`src/rtl/conv_window_streamer_pkg.sv`:
```
// Shared types and widths for the 3x3-window pixel streamer.
package conv_window_streamer_pkg;

    localparam int PIXEL_WIDTH_OUT = 8;

    typedef enum logic [2:0] {
        ST_IDLE,
        ST_ROW_START,
        ST_READ,
        ST_FLUSH,
        ST_ROW_GAP,
        ST_DRAIN
    } streamer_state_t;

endpackage

```
`src/rtl/conv_window_streamer_if.sv`:
```
// Pixel/result link between the window streamer and the convolution controller.
interface conv_window_streamer_if;
    import conv_window_streamer_pkg::*;

    logic                       start_cnn_o;
    logic [PIXEL_WIDTH_OUT-1:0] px_o;
    logic                       px_rdy_o;
    logic                       res_rdy_i;

    modport master (output start_cnn_o, px_o, px_rdy_o, input res_rdy_i);
    modport slave  (input start_cnn_o, px_o, px_rdy_o, output res_rdy_i);

endinterface

```
`src/rtl/conv_window_streamer_px_addr_gen.sv`:
```
// Walks the column vectors of one window row; row bases advance by IMG_W
// through accumulation so no multiplier is needed.
module conv_window_streamer_px_addr_gen #(
    parameter int IMG_W  = 16,
    parameter int IMG_H  = 16,
    parameter int ADDR_W = $clog2(IMG_W*IMG_H)
) (
    input  logic              clk_i,
    input  logic              nreset_i,
    input  logic              clear_i,
    input  logic              step_i,
    input  logic              next_row_i,
    output logic [ADDR_W-1:0] addr_o,
    output logic              row_last_o,
    output logic              frame_last_o
);
    localparam int COL_W = $clog2(IMG_W);
    localparam int WY_W  = $clog2(IMG_H);
    localparam logic [ADDR_W-1:0] STRIDE = ADDR_W'(IMG_W);

    logic [WY_W-1:0]   wy_q, wy_d;
    logic [COL_W-1:0]  col_q, col_d;
    logic [1:0]        elem_q, elem_d;
    logic [ADDR_W-1:0] row_base_q, row_base_d;
    logic [ADDR_W-1:0] addr_q, addr_d;

    assign row_last_o   = (elem_q == 2'd2) && (col_q == COL_W'(IMG_W-1));
    assign frame_last_o = row_last_o && (wy_q == WY_W'(IMG_H-3));
    assign addr_o       = addr_q;

    // NOTE: sequential state uses non-blocking assignments only, so every flop
    // samples the pre-edge values regardless of statement order.
    always_ff @(posedge clk_i or negedge nreset_i) begin
        if (!nreset_i) begin
            wy_q       <= '0;
            col_q      <= '0;
            elem_q     <= '0;
            row_base_q <= '0;
            addr_q     <= '0;
        end else begin
            wy_q       <= wy_d;
            col_q      <= col_d;
            elem_q     <= elem_d;
            row_base_q <= row_base_d;
            addr_q     <= addr_d;
        end
    end

    // NOTE: every variable gets a hold default first, so no path infers a latch.
    always_comb begin
        wy_d       = wy_q;
        col_d      = col_q;
        elem_d     = elem_q;
        row_base_d = row_base_q;
        addr_d     = addr_q;
        if (clear_i) begin
            wy_d       = '0;
            col_d      = '0;
            elem_d     = '0;
            row_base_d = '0;
            addr_d     = '0;
        end else if (next_row_i) begin
            wy_d       = wy_q + 1'b1;
            col_d      = '0;
            elem_d     = '0;
            row_base_d = row_base_q + STRIDE;
            addr_d     = row_base_q + STRIDE;
        end else if (step_i && !row_last_o) begin
            // The final read of a row holds position; next_row or clear follows.
            if (elem_q == 2'd2) begin
                elem_d = '0;
                col_d  = col_q + 1'b1;
                addr_d = row_base_q + ADDR_W'(col_q) + 1'b1;
            end else begin
                elem_d = elem_q + 1'b1;
                addr_d = addr_q + STRIDE;
            end
        end
    end

endmodule

```
`src/rtl/conv_window_streamer.sv`:
```
// Transmit side of the serial 3x3-window pixel protocol: streams column vectors
// from a synchronous frame memory and counts the returned convolution results.
module conv_window_streamer
    import conv_window_streamer_pkg::*;
#(
    parameter int IMG_W   = 16,
    parameter int IMG_H   = 16,
    parameter int ADDR_W  = $clog2(IMG_W*IMG_H),
    parameter int PX_GAP  = 0,
    parameter int ROW_GAP = 2
) (
    input  logic                       clk_i,
    input  logic                       nreset_i,
    input  logic                       start_i,
    output logic                       busy_o,
    output logic                       mem_rd_o,
    output logic [ADDR_W-1:0]          mem_addr_o,
    input  logic [PIXEL_WIDTH_OUT-1:0] mem_data_i,
    output logic                       frame_done_o,
    conv_window_streamer_if.master     cnn
);
    localparam int TOTAL  = (IMG_W-2)*(IMG_H-2);
    localparam int RES_W  = $clog2(TOTAL+1);
    localparam int WAIT_W = $clog2(PX_GAP+ROW_GAP+3);

    streamer_state_t            state_q, state_d;
    logic [WAIT_W-1:0]          wait_q, wait_d;
    logic [RES_W-1:0]           res_cnt_q, res_cnt_d;
    logic                       start_cnn_q, start_cnn_d;
    logic [PIXEL_WIDTH_OUT-1:0] px_q, px_d;
    logic                       rd_dly_q, px_rdy_q;
    logic                       clear, next_row, row_last, frame_last, res_done;

    conv_window_streamer_px_addr_gen #(
        .IMG_W (IMG_W),
        .IMG_H (IMG_H),
        .ADDR_W(ADDR_W)
    ) u_addr_gen (
        .clk_i       (clk_i),
        .nreset_i    (nreset_i),
        .clear_i     (clear),
        .step_i      (mem_rd_o),
        .next_row_i  (next_row),
        .addr_o      (mem_addr_o),
        .row_last_o  (row_last),
        .frame_last_o(frame_last)
    );

    assign res_done        = (res_cnt_q == RES_W'(TOTAL));
    assign cnn.start_cnn_o = start_cnn_q;
    assign cnn.px_o        = px_q;
    assign cnn.px_rdy_o    = px_rdy_q;

    always_ff @(posedge clk_i or negedge nreset_i) begin
        if (!nreset_i) begin
            state_q     <= ST_IDLE;
            wait_q      <= '0;
            res_cnt_q   <= '0;
            start_cnn_q <= 1'b0;
            px_q        <= '0;
            rd_dly_q    <= 1'b0;
            px_rdy_q    <= 1'b0;
        end else begin
            state_q     <= state_d;
            wait_q      <= wait_d;
            res_cnt_q   <= res_cnt_d;
            start_cnn_q <= start_cnn_d;
            px_q        <= px_d;
            rd_dly_q    <= mem_rd_o;
            px_rdy_q    <= rd_dly_q;
        end
    end

    // wait_q paces reads in READ and times the FLUSH and ROW_GAP intervals.
    always_comb begin
        state_d   = state_q;
        wait_d    = wait_q;
        res_cnt_d = res_cnt_q;
        if (state_q != ST_IDLE && cnn.res_rdy_i) res_cnt_d = res_cnt_q + 1'b1;
        case (state_q)
            ST_IDLE: if (start_i) begin
                state_d   = ST_ROW_START;
                res_cnt_d = '0;
            end
            ST_ROW_START: begin
                state_d = ST_READ;
                wait_d  = '0;
            end
            ST_READ: if (wait_q == '0) begin
                if (row_last) begin
                    state_d = ST_FLUSH;
                    wait_d  = WAIT_W'(1);
                end else begin
                    wait_d = WAIT_W'(PX_GAP);
                end
            end else begin
                wait_d = wait_q - 1'b1;
            end
            ST_FLUSH: if (wait_q == '0) begin
                if (frame_last) begin
                    state_d = ST_DRAIN;
                end else begin
                    state_d = ST_ROW_GAP;
                    wait_d  = WAIT_W'(ROW_GAP-1);
                end
            end else begin
                wait_d = wait_q - 1'b1;
            end
            ST_ROW_GAP: if (wait_q == '0) state_d = ST_ROW_START;
                        else wait_d = wait_q - 1'b1;
            ST_DRAIN: if (res_done) state_d = ST_IDLE;
            default: state_d = ST_IDLE;
        endcase
    end

    // start_cnn is registered, so it stays high through the last FLUSH cycle
    // in which the row's final pixel is presented.
    always_comb begin
        busy_o       = (state_q != ST_IDLE);
        mem_rd_o     = (state_q == ST_READ) && (wait_q == '0);
        clear        = (state_q == ST_IDLE) && start_i;
        next_row     = (state_q == ST_ROW_GAP) && (wait_q == '0);
        start_cnn_d  = (state_q inside {ST_ROW_START, ST_READ, ST_FLUSH});
        frame_done_o = (state_q == ST_DRAIN) && res_done;
        px_d         = rd_dly_q ? mem_data_i : px_q;
    end

endmodule
```
`src/flat_wrapper.sv`:
```
// flat-port wrapper written by rule: the top's interface ports become plain ports
module conv_window_streamer_flat import conv_window_streamer_pkg::*;
#(
    parameter int IMG_W   = 16,
    parameter int IMG_H   = 16,
    parameter int ADDR_W  = $clog2(IMG_W*IMG_H),
    parameter int PX_GAP  = 0,
    parameter int ROW_GAP = 2
)
  (clk_i, nreset_i, start_i, busy_o, mem_rd_o, mem_addr_o, mem_data_i, frame_done_o, cnn_start_cnn_o, cnn_px_o, cnn_px_rdy_o, cnn_res_rdy_i);
  conv_window_streamer_if cnn_i ();
  input  logic clk_i;
  input  logic nreset_i;
  input  logic start_i;
  output logic busy_o;
  output logic mem_rd_o;
  output logic [ADDR_W-1:0] mem_addr_o;
  input  logic [PIXEL_WIDTH_OUT-1:0] mem_data_i;
  output logic frame_done_o;
  output wire logic [$bits(cnn_i.start_cnn_o)-1:0] cnn_start_cnn_o;
  output wire logic [$bits(cnn_i.px_o)-1:0] cnn_px_o;
  output wire logic [$bits(cnn_i.px_rdy_o)-1:0] cnn_px_rdy_o;
  input wire logic [$bits(cnn_i.res_rdy_i)-1:0] cnn_res_rdy_i;
  assign cnn_start_cnn_o = cnn_i.start_cnn_o;
  assign cnn_px_o = cnn_i.px_o;
  assign cnn_px_rdy_o = cnn_i.px_rdy_o;
  assign cnn_i.res_rdy_i = cnn_res_rdy_i;
  conv_window_streamer #(.IMG_W(IMG_W), .IMG_H(IMG_H), .ADDR_W(ADDR_W), .PX_GAP(PX_GAP), .ROW_GAP(ROW_GAP)) u_core (.clk_i(clk_i), .nreset_i(nreset_i), .start_i(start_i), .busy_o(busy_o), .mem_rd_o(mem_rd_o), .mem_addr_o(mem_addr_o), .mem_data_i(mem_data_i), .frame_done_o(frame_done_o), .cnn(cnn_i));
endmodule
```
`config.mk`:
```
export PLATFORM = sky130hd
export DESIGN_NAME = conv_window_streamer_flat
export DESIGN_NICKNAME = d
export VERILOG_FILES = /design/src/rtl/conv_window_streamer_pkg.sv /design/src/rtl/conv_window_streamer_if.sv /design/src/rtl/conv_window_streamer_px_addr_gen.sv /design/src/rtl/conv_window_streamer.sv /design/src/flat_wrapper.sv
export SDC_FILE = /design/constraint.sdc
export NUM_CORES = 1
export LEC_CHECK = 0
export CAP_MARGIN = 5
export CORE_UTILIZATION = 40
export CTS_CLUSTER_SIZE = 30
export DETAILED_ROUTE_END_ITERATION = 8
export GPL_TIMING_DRIVEN = 0
export PLACE_DENSITY_LB_ADDON = 0.25
export SLEW_MARGIN = 5
export SYNTH_ARGS = -nofsm -noshare
export SYNTH_HDL_FRONTEND = slang
export SYNTH_SLANG_ARGS = --single-unit
```
`constraint.sdc`:
```
create_clock -name clk_i -period 4.91 [get_ports clk_i]
set_input_delay 0.7365 -clock clk_i [delete_from_list [all_inputs] [get_ports clk_i]]
set_output_delay 0.7365 -clock clk_i [all_outputs]
set_load 0.02 [all_outputs]
```
[Yosys cells after proc, flatten, opt, wreduce, memory -nomap -nowiden]
Cells that the tools add are included.
Word-level totals
  register bits: 51
  bits of input ports: 12
  logic and storage cells: 91
Cells by class
  add/subtract/negate cells: 9
  eq/ne operators: 17
  muxes and demuxes: 33
  reductions and logical operators: 20
Operator list (count)
  2-to-1 mux 8 bit: 9
  2-to-1 mux 3 bit: 10
  2-to-1 mux 4 bit: 6
  case mux 3 bit (6 select lines): 1
  adder 8 x 1 -> 8 bit (second input constant): 2
  adder 8 x 5 -> 8 bit (second input constant): 2
  case mux 3 bit (4 select lines): 1
  nonzero test 3 bit: 4
  adder 4 x 1 -> 4 bit (second input constant): 2
  adder 8 x 4 -> 8 bit: 1
  == test 4 bit (second input constant): 2
  == test 8 bit (second input constant): 1
  logical AND 1 bit: 8
  2-to-1 mux 2 bit: 4
  != test 2 x 1 -> 1 bit (second input constant): 4
  == test 3 x 2 -> 1 bit (second input constant): 2
  == test 3 bit (second input constant): 2
  logical NOT 3 bit: 2
  != test 2 bit (second input constant): 3
  AND reduction 6 bit: 1
  nonzero test 4 bit: 1
  == test 3 x 1 -> 1 bit (second input constant): 1
  != test 3 bit (second input constant): 1
  AND reduction 3 bit: 1
  other kinds (7): 8

[Longest topological paths before layout]
Gate-level depths: netlist (run 1).
  depth after elaboration: 7
  depth in mapped cells: 9
  gate-level depth less buffers: 7

[Cells and area by module]
From an unflattened synthesis (run 1), not the netlist that was laid out.
Second synthesis, totals
  cells, all modules: 254
  area, all modules: 2565.0 um2
By module, submodules not included
  conv_window_streamer_px_addr_gen: times used 1, cells an instance 137, area an instance 1288.7 um2, seq. area each 550.5 um2
  conv_window_streamer: times used 1, cells an instance 117, area an instance 1276.2 um2, seq. area each 625.6 um2

[Least setup slack after synthesis (run 1)]
Ideal clock, no wire load.
  path type: flip-flop to output port
  start point: reg u_core.res_cnt_q[0]
  end point: out frame_done_o
  data arrival time: 1.492 ns
  slack: 2.682 ns
  cell stages (with the launch flop): 6
  path buffers: 0
  cell sequence: dfrtp_1 > inv_1 > ha_1 > and4b_1 > nand3_1 > nor4_1
Between the ends
  longest elaborated chain between the ends: 2
RTL lines
  start: declaration: RTL line conv_window_streamer.sv:28  | logic [RES_W-1:0] res_cnt_q, res_cnt_d;
  start signal: assignment: RTL line conv_window_streamer.sv:66  | res_cnt_q <= res_cnt_d;
  == test 8 bit: RTL line conv_window_streamer.sv:49  | assign res_done = (res_cnt_q == RES_W'(TOTAL));
  logical AND 1 bit: RTL line conv_window_streamer.sv:124  | frame_done_o = (state_q == ST_DRAIN) && res_done;
  end: declaration: RTL line flat_wrapper.sv:19  | output logic frame_done_o;
Every way passes these cells.

[Final worst setup path (run 1)]
Ends and elaborated chain as after synthesis.

==> impl_metrics.py, run 1 <==
metrics = {
    "synthesis": {
        "synthSimpleGateAreaFrac_pct": 19.8,
        "synth_top_area_share_pct": 46.5,
        "syn_inst": 263,
        "synth_enable_flop_cells": 0,
        "syn-cell-area_mm2": 0.00253,
        "avgSynthCellArea_um2": 9.61,
        "synth_nets": 285,
        "synth_top_family_by_area": "simple AND/OR/NAND/NOR gates",
        "synth_most_common_cell": "dfrtp_1",
        "synthTopCellsByCount": "dfrtp_1, nor2_1, nand2_1",
        "ys_types": 49,
        "synth_area_leaders": "dfrtp_1, nor2_1, ha_1",
        "yosysSeqAreaShare_pct": 46.5,
        "synth_area_leader_cell": "dfrtp_1",
        "synth-seq-cells": 47,
        "async_flop_share_pct": 100,
        "muxShareOfSynthArea_pct": 3.56,
        "synthAdderAreaFrac_pct": 4.95,
        "synth_compound_area_share_pct": 15.2,
        "yosysWarnings": 0,
        "synth_top_flop_cell": "dfrtp_1",
        "synthXorXnorAreaFrac_pct": 5.20,
    },
    "power": {
        "total_power_mw": 1.10,
        "pwr_density_cell_mw_per_mm2": 362,
        "leakage_nw": 1.35,
        "max-vdd-ir-drop_uv": 193,
    },
    "route": {
        "drt-initial-drc-count": 73,
        "ant_nets": 0,
        "drc_errors": 0,
        "vias": 1985,
        "route.detailed.wl_per_inst_um": 13.1,
        "drt-total-wl_um": 4980,
        "vias_per_cell": 5.24,
        "drt_first_pass_iters": 4,
    },
    "sta": {
        "finalSetupTns_ns": 0,
        "rsz0062_at_grt": "false",
        "setup_viol": 0,
        "drv_slew": 0,
        "slew_headroom_pct": 56.5,
        "fmax_ghz": 0.338,
        "skew_ns": 0.00604,
        "report.final.hold_viol_count": 0,
        "period_needed_ns": 2.96,
        "worst_pin_slew_ns": 0.649,
        "fin_crit_sh_pct": 60.2,
    },
    "cells_and_area": {
        "layout-drive-gt1-share_pct": 10.9,
        "n_fill_cell": 566,
        "nets": 325,
        "n_antenna_cell": 0,
        "syn_to_final_growth_pct": 20.3,
    },
    "worst_setup_path": {
        "arrival_ns": 2.22,
        "endpoint_kind": "primary output",
        "path_max_fanout": 4,
        "crit_path_cell_trace": "inv_1 -> ha_1 -> and4b_1 -> nand3_1 -> nor4_1 -> clkdlybuf4s50_1",
        "critPathKind": "reg2out",
        "critPathMaxStageDelay_ns": 0.67,
        "required_ns": 4.17,
        "slowest_stage": "clkdlybuf4s50_1",
        "cp-start-kind": "flop",
    },
    "outcome": {
        "status": "completed",
    },
    "global_routing": {
        "grt_pass1_wl_um": 8810,
        "grt_antenna_before_repair": 0,
        "grt_usage_pct": 17.2,
        "grt_max_degree": 32,
        "grt_pass1_vias": 1987,
        "grt_overflow": 0,
    },
    "floorplanning": {
        "die_w_um": 81.5,
        "core_mm2": 0.00603,
        "start_util_pct": 42.0,
        "die_h_um": 81.5,
        "dieArea_mm2": 0.00664,
        "std_cell_rows": 28,
        "pin_count": 33,
    },
    "placement": {
        "io_buffers": 32,
        "gp_congestion": 0.809,
        "dp_hpwl_um": 3660,
    },
    "clock_tree": {
        "clkSinkCount": 47,
        "clk_latency_ns": 0.30,
        "ctsHoldBuffers": 0,
        "cts_root_buf": "clkbuf_8",
        "ctsResizeCount": 0,
        "cts.clk_slew.worst_paths_ns": 0.09,
        "htree_levels": 2,
        "clock_path_buffers": 2,
        "cts_tree": "done",
        "post-cts-setup-buffers": 0,
        "cts_buffers": 5,
    },
    "worst_hold_path": {
        "min_path_type": "in2async",
    },
    "job": {
        "cap_violations": 0,
    },
}
state kept, by name, indices dropped and copies added (netlist names):
register,cells
u_core.state_q,3
u_core.cnn.px_o,8
u_core.wait_q,3
u_core.u_addr_gen.col_q,4
u_core.res_cnt_q,8
u_core.cnn.px_rdy_o,1
u_core.u_addr_gen.addr_o,8
u_core.u_addr_gen.row_base_q,4
u_core.rd_dly_q,1
u_core.u_addr_gen.elem_q,2
u_core.u_addr_gen.wy_q,4
u_core.cnn.start_cnn_o,1
routing by layer:
layer  global-route usage (%)  vias to the layer above  wire length (um)  share of wire (%)
li1                         -                      985                 -                  -
met1                     22.4                      944              2370                 48
met2                     28.1                       47              2280                 46
met3                     4.33                        9               260                5.2
met4                     5.00                        0                65                1.3
met5                        0                        -                 0                  0
kinds of logic (layout without fill, tap and decap cells):
logic type      Yosys count  after routing
buf+inv                  26             67
xor+xnor                 15             15
mux                       8              8
fa+ha+maj                10             10
compound gates           55             55
simple gates            102            102
flops                    47             47
where the power goes:
group	internal, mW	switching, mW	total [mW]	leakage [nW]
Clock	0.0997	0.129	0.229	0.0412
Combinational	0.156	0.205	0.361	0.733
Sequential	0.448	0.0620	0.510	0.575
layout by cell type, fill, tap and decap left out, types with 8 or more instances in the layout:
master / n
xor2_1: 9
dfrtp_1: 47
nand2_1: 21
inv_1: 13
nor2_1: 34
mux2_2: 8
ha_1: 10
clkdlybuf4s50_1: 31
a21oi_1: 12
nand3_1: 11
o21ai_0: 16
area by class of cell:
type                            count  area, um2  share of cell area (%)
Timing Repair Buffer               33        335                    11.0
Multi-Input combinational cell    190       1230                    40.5
Sequential cell                    47       1180                    38.7
Buffer                             13       70.1                    2.30
Clock inverter                      2       12.5                   0.411
Tap cell                           75       93.8                    3.08
Clock buffer                        6       72.6                    2.38
Inverter                           13       48.8                    1.60
final timing paths:
path	slack (ns)	to	from	cells after the start
worst max-delay path	1.95	frame_done_o	u_core.res_cnt_q[0]$_DFF_PN0_	6
worst min-delay path	0.36	u_core.cnn.start_cnn_o$_DFF_PN0_	nreset_i	1
worst max register to register	2.83	u_core.u_addr_gen.col_q[3]$_DFFE_PN0P_	u_core.state_q[1]$_DFFE_PN0P_	6
worst min register to register	0.38	u_core.cnn.px_rdy_o$_DFF_PN0_	u_core.rd_dly_q$_DFF_PN0_	0
max in group asynchronous	4.05	u_core.u_addr_gen.addr_o[5]$_DFFE_PN0P_	nreset_i	2
min in group clk_i	0.38	u_core.cnn.px_rdy_o$_DFF_PN0_	u_core.rd_dly_q$_DFF_PN0_	0
per-stage QoR:
step	cell area (um2)	utilization, %	setup WS, ns	hold slack, ns	cells
global placement	2940	48.8	1.69	0.357	370
floorplan	2530	-	2.68	0.352	263
detailed placement	2960	49.1	2.29	0.372	371
CTS	3040	50.5	1.93	0.369	379
global route	3040	50.5	1.84	0.392	379
finish	3040	50.5	1.95	0.361	379
worst max-delay path: cells and delay by family, from the launching register on:
kind / cells / cell delay (ns)
buffers and inverters: 2 / 0.74
and+or+nand+nor: 3 / 0.62
DFF: 1 / 0.43
adders and majority gates: 1 / 0.14
(Power assumes the default switching activity.)
==> run 2: changes to the inputs <==
==> constraint.sdc (replaced) <==
create_clock -name clk_i -period 2.8 [get_ports clk_i]
set_input_delay 0.42 -clock clk_i [delete_from_list [all_inputs] [get_ports clk_i]]
set_output_delay 0.42 -clock clk_i [all_outputs]
set_load 0.02 [all_outputs]
==> results of run 2 <==
The final DEF is identical to that of run 1. Status: completed.
Among the figures that moved: setup slack after placement 2.29 ns -> 0.499 ns; setup slack after layout 1.95 ns -> 0.160 ns; hold slack 0.361 ns -> 0.0450 ns; register-to-register setup slack 2.83 ns -> 0.72 ns; total power 1.10 mW -> 1.93 mW; worst IR drop on VDD 193 uV -> 338 uV
==> run 3: changes to the inputs <==
--- a/config.mk
+++ b/config.mk
@@ -11,6 +11,7 @@
 export DETAILED_ROUTE_END_ITERATION = 8
 export GPL_TIMING_DRIVEN = 0
 export PLACE_DENSITY_LB_ADDON = 0.25
+export REMOVE_ABC_BUFFERS = 1
 export SLEW_MARGIN = 5
 export SYNTH_ARGS = -nofsm -noshare
 export SYNTH_HDL_FRONTEND = slang
==> run 3 against run 2 <==
Compared with the run above: fmax is 1.7% higher; sequential cell count stayed put; clock power is 1% higher; design area is 2.3% lower; sequential share of layout area is 0.91 points higher; register-to-register slack worse by 0.13 ns.
==> impl_metrics.py, run 3 (synthesis gave the netlist of run 1 again) <==
metrics = {
    "worst_setup_path": {
        "regToRegStartpoint": "u_core.state_q[2]$_DFFE_PN0P_",
        "r2r-end": "u_core.u_addr_gen.addr_o[4]$_DFFE_PN0P_",
        "timing.critical_path.buf_inv": 3,
        "critical-path-top-delay-family": "buffers and inverters",
        "r2r_setup_slack_ns": 0.59,
        "cp_common_cell": "inv_1",
        "arrival_ns": 2.18,
        "path_max_fanout": 7,
        "endpoint_kind": "primary output",
        "critPathKind": "reg2out",
        "crit_path_cell_trace": "inv_1 -> ha_1 -> and3b_1 -> nand2_1 -> inv_1 -> clkdlybuf4s50_1",
        "critPathMaxStageDelay_ns": 0.62,
        "rr_worst_depth": 4,
        "required_ns": 2.38,
        "cp-start-kind": "flop",
        "slowest_stage": "clkdlybuf4s50_1",
    },
    "route": {
        "drt-total-wl_um": 4770,
        "drt_first_pass_iters": 4,
        "vias": 1881,
        "drt-initial-drc-count": 86,
        "vias_per_cell": 5.14,
        "route.detailed.wl_per_inst_um": 13.0,
        "ant_nets": 0,
        "drc_errors": 0,
    },
    "power": {
        "pwr_density_cell_mw_per_mm2": 636,
        "leakage_nw": 1.31,
        "max-vdd-ir-drop_uv": 248,
    },
    "placement": {
        "dp_hpwl_um": 3430,
        "io_buffers": 32,
        "placed_area_mm2": 0.00289,
        "gp_congestion": 0.848,
    },
    "global_routing": {
        "grt_pass1_vias": 1844,
        "grt_overflow": 0,
        "grt_antenna_before_repair": 0,
        "grt_usage_pct": 16.3,
        "grt_pass1_wl_um": 8360,
        "grt_max_degree": 32,
    },
    "sta": {
        "drv_slew": 0,
        "worst_pin_slew_ns": 1.19,
        "period_needed_ns": 2.60,
        "rsz0062_at_grt": "false",
        "fin_crit_sh_pct": 92.7,
        "skew_ns": 0.00326,
        "setup_viol": 0,
        "report.final.hold_viol_count": 0,
        "finalSetupTns_ns": 0,
        "hold_ws_ns": 0.0428,
        "slew_headroom_pct": 20.3,
        "fmax_ghz": 0.385,
    },
    "worst_hold_path": {
        "min_path_type": "in2async",
    },
    "clock_tree": {
        "ctsResizeCount": 0,
        "post-cts-setup-buffers": 0,
        "cts.clk_slew.worst_paths_ns": 0.09,
        "cts_buffers": 5,
        "clk_latency_ns": 0.30,
        "clock_path_buffers": 2,
        "htree_levels": 2,
        "cts_tree": "done",
        "cts_root_buf": "clkbuf_8",
        "clkSinkCount": 47,
        "ctsHoldBuffers": 0,
    },
    "floorplanning": {
        "dieArea_mm2": 0.00664,
        "core_mm2": 0.00603,
        "die_h_um": 81.5,
        "pin_count": 33,
        "die_w_um": 81.5,
        "start_util_pct": 42.0,
        "std_cell_rows": 28,
    },
    "cells_and_area": {
        "nets": 312,
        "finalInstanceArea_mm2": 0.00297,
        "n_fill_cell": 579,
        "post-route-util_pct": 49.3,
        "n_antenna_cell": 0,
        "register_area_mm2": 0.00118,
        "final_common_cell": "dfrtp_1",
        "syn_to_final_growth_pct": 17.6,
        "multi_input_area_mm2": 0.00123,
        "layout-drive-gt1-share_pct": 8.93,
        "final_cell_mix": "dfrtp_1, nor2_1, clkdlybuf4s50_1, nand2_1, o21ai_0",
    },
    "outcome": {
        "status": "completed",
    },
    "job": {
        "cap_violations": 0,
    },
}
[run 3: changes by cell type in the layout (fill, tap and decap cells not counted)]
cell,delta
buf_2,-5
buf_6,-2
buf_1,-1
clkbuf_1,-5
[run 3: layer usage]
layer  share of wire (%)  wire length (um)  track usage, %  vias up
met5                   0                 0               0        -
met4                0.84                40            3.75        0
met3                 4.5               213            3.67        7
met2                  47              2230            27.3       37
met1                  48              2280            21.2      877
li1                    -                 -               -      960
[run 3: how the worst max path moves through the flow]
stage / from / endpoint / slack, ns / cells after the start
after floorplan: u_core.res_cnt_q[0]$_DFF_PN0_ / frame_done_o / 0.89 / 5
after global placement: nreset_i / u_core.u_addr_gen.addr_o[7]$_DFFE_PN0P_ / -0.08 / 1
after detailed placement: start_i / u_core.u_addr_gen.addr_o[4]$_DFFE_PN0P_ / 0.29 / 5
after CTS: u_core.wait_q[0]$_DFFE_PN0P_ / mem_rd_o / 0.19 / 6
after global routing: u_core.wait_q[0]$_DFFE_PN0P_ / mem_rd_o / 0.02 / 6
final: u_core.wait_q[0]$_DFFE_PN0P_ / mem_rd_o / 0.20 / 6
[run 3: cell type report]
class | count | area share [%]
multi-input cells | 190 | 41.5
flip-flops and latches | 47 | 39.6
repair buffers | 33 | 11.3
well taps | 75 | 3.16
clock buffers | 6 | 2.44
inverters | 13 | 1.64
clock inverters | 2 | 0.421
[run 3: through the flow]
step | power [mW] | cells | worst slack [ns]
6_report | 1.89 | 366 | 0.204
5_1_grt | 2.04 | 366 | 0.0247
4_1_cts | 1.91 | 366 | 0.187
3_5_place_dp | 1.50 | 358 | 0.289
3_3_place_gp | 1.48 | 357 | -0.0836
2_1_floorplan | 1.35 | 250 | 0.888
[run 3: where the power goes]
part	total (mW)	switching, mW	internal (mW)
Clock	0.406	0.231	0.175
Combinational	0.556	0.311	0.245
Sequential	0.928	0.142	0.786
Total	1.89	0.684	1.21
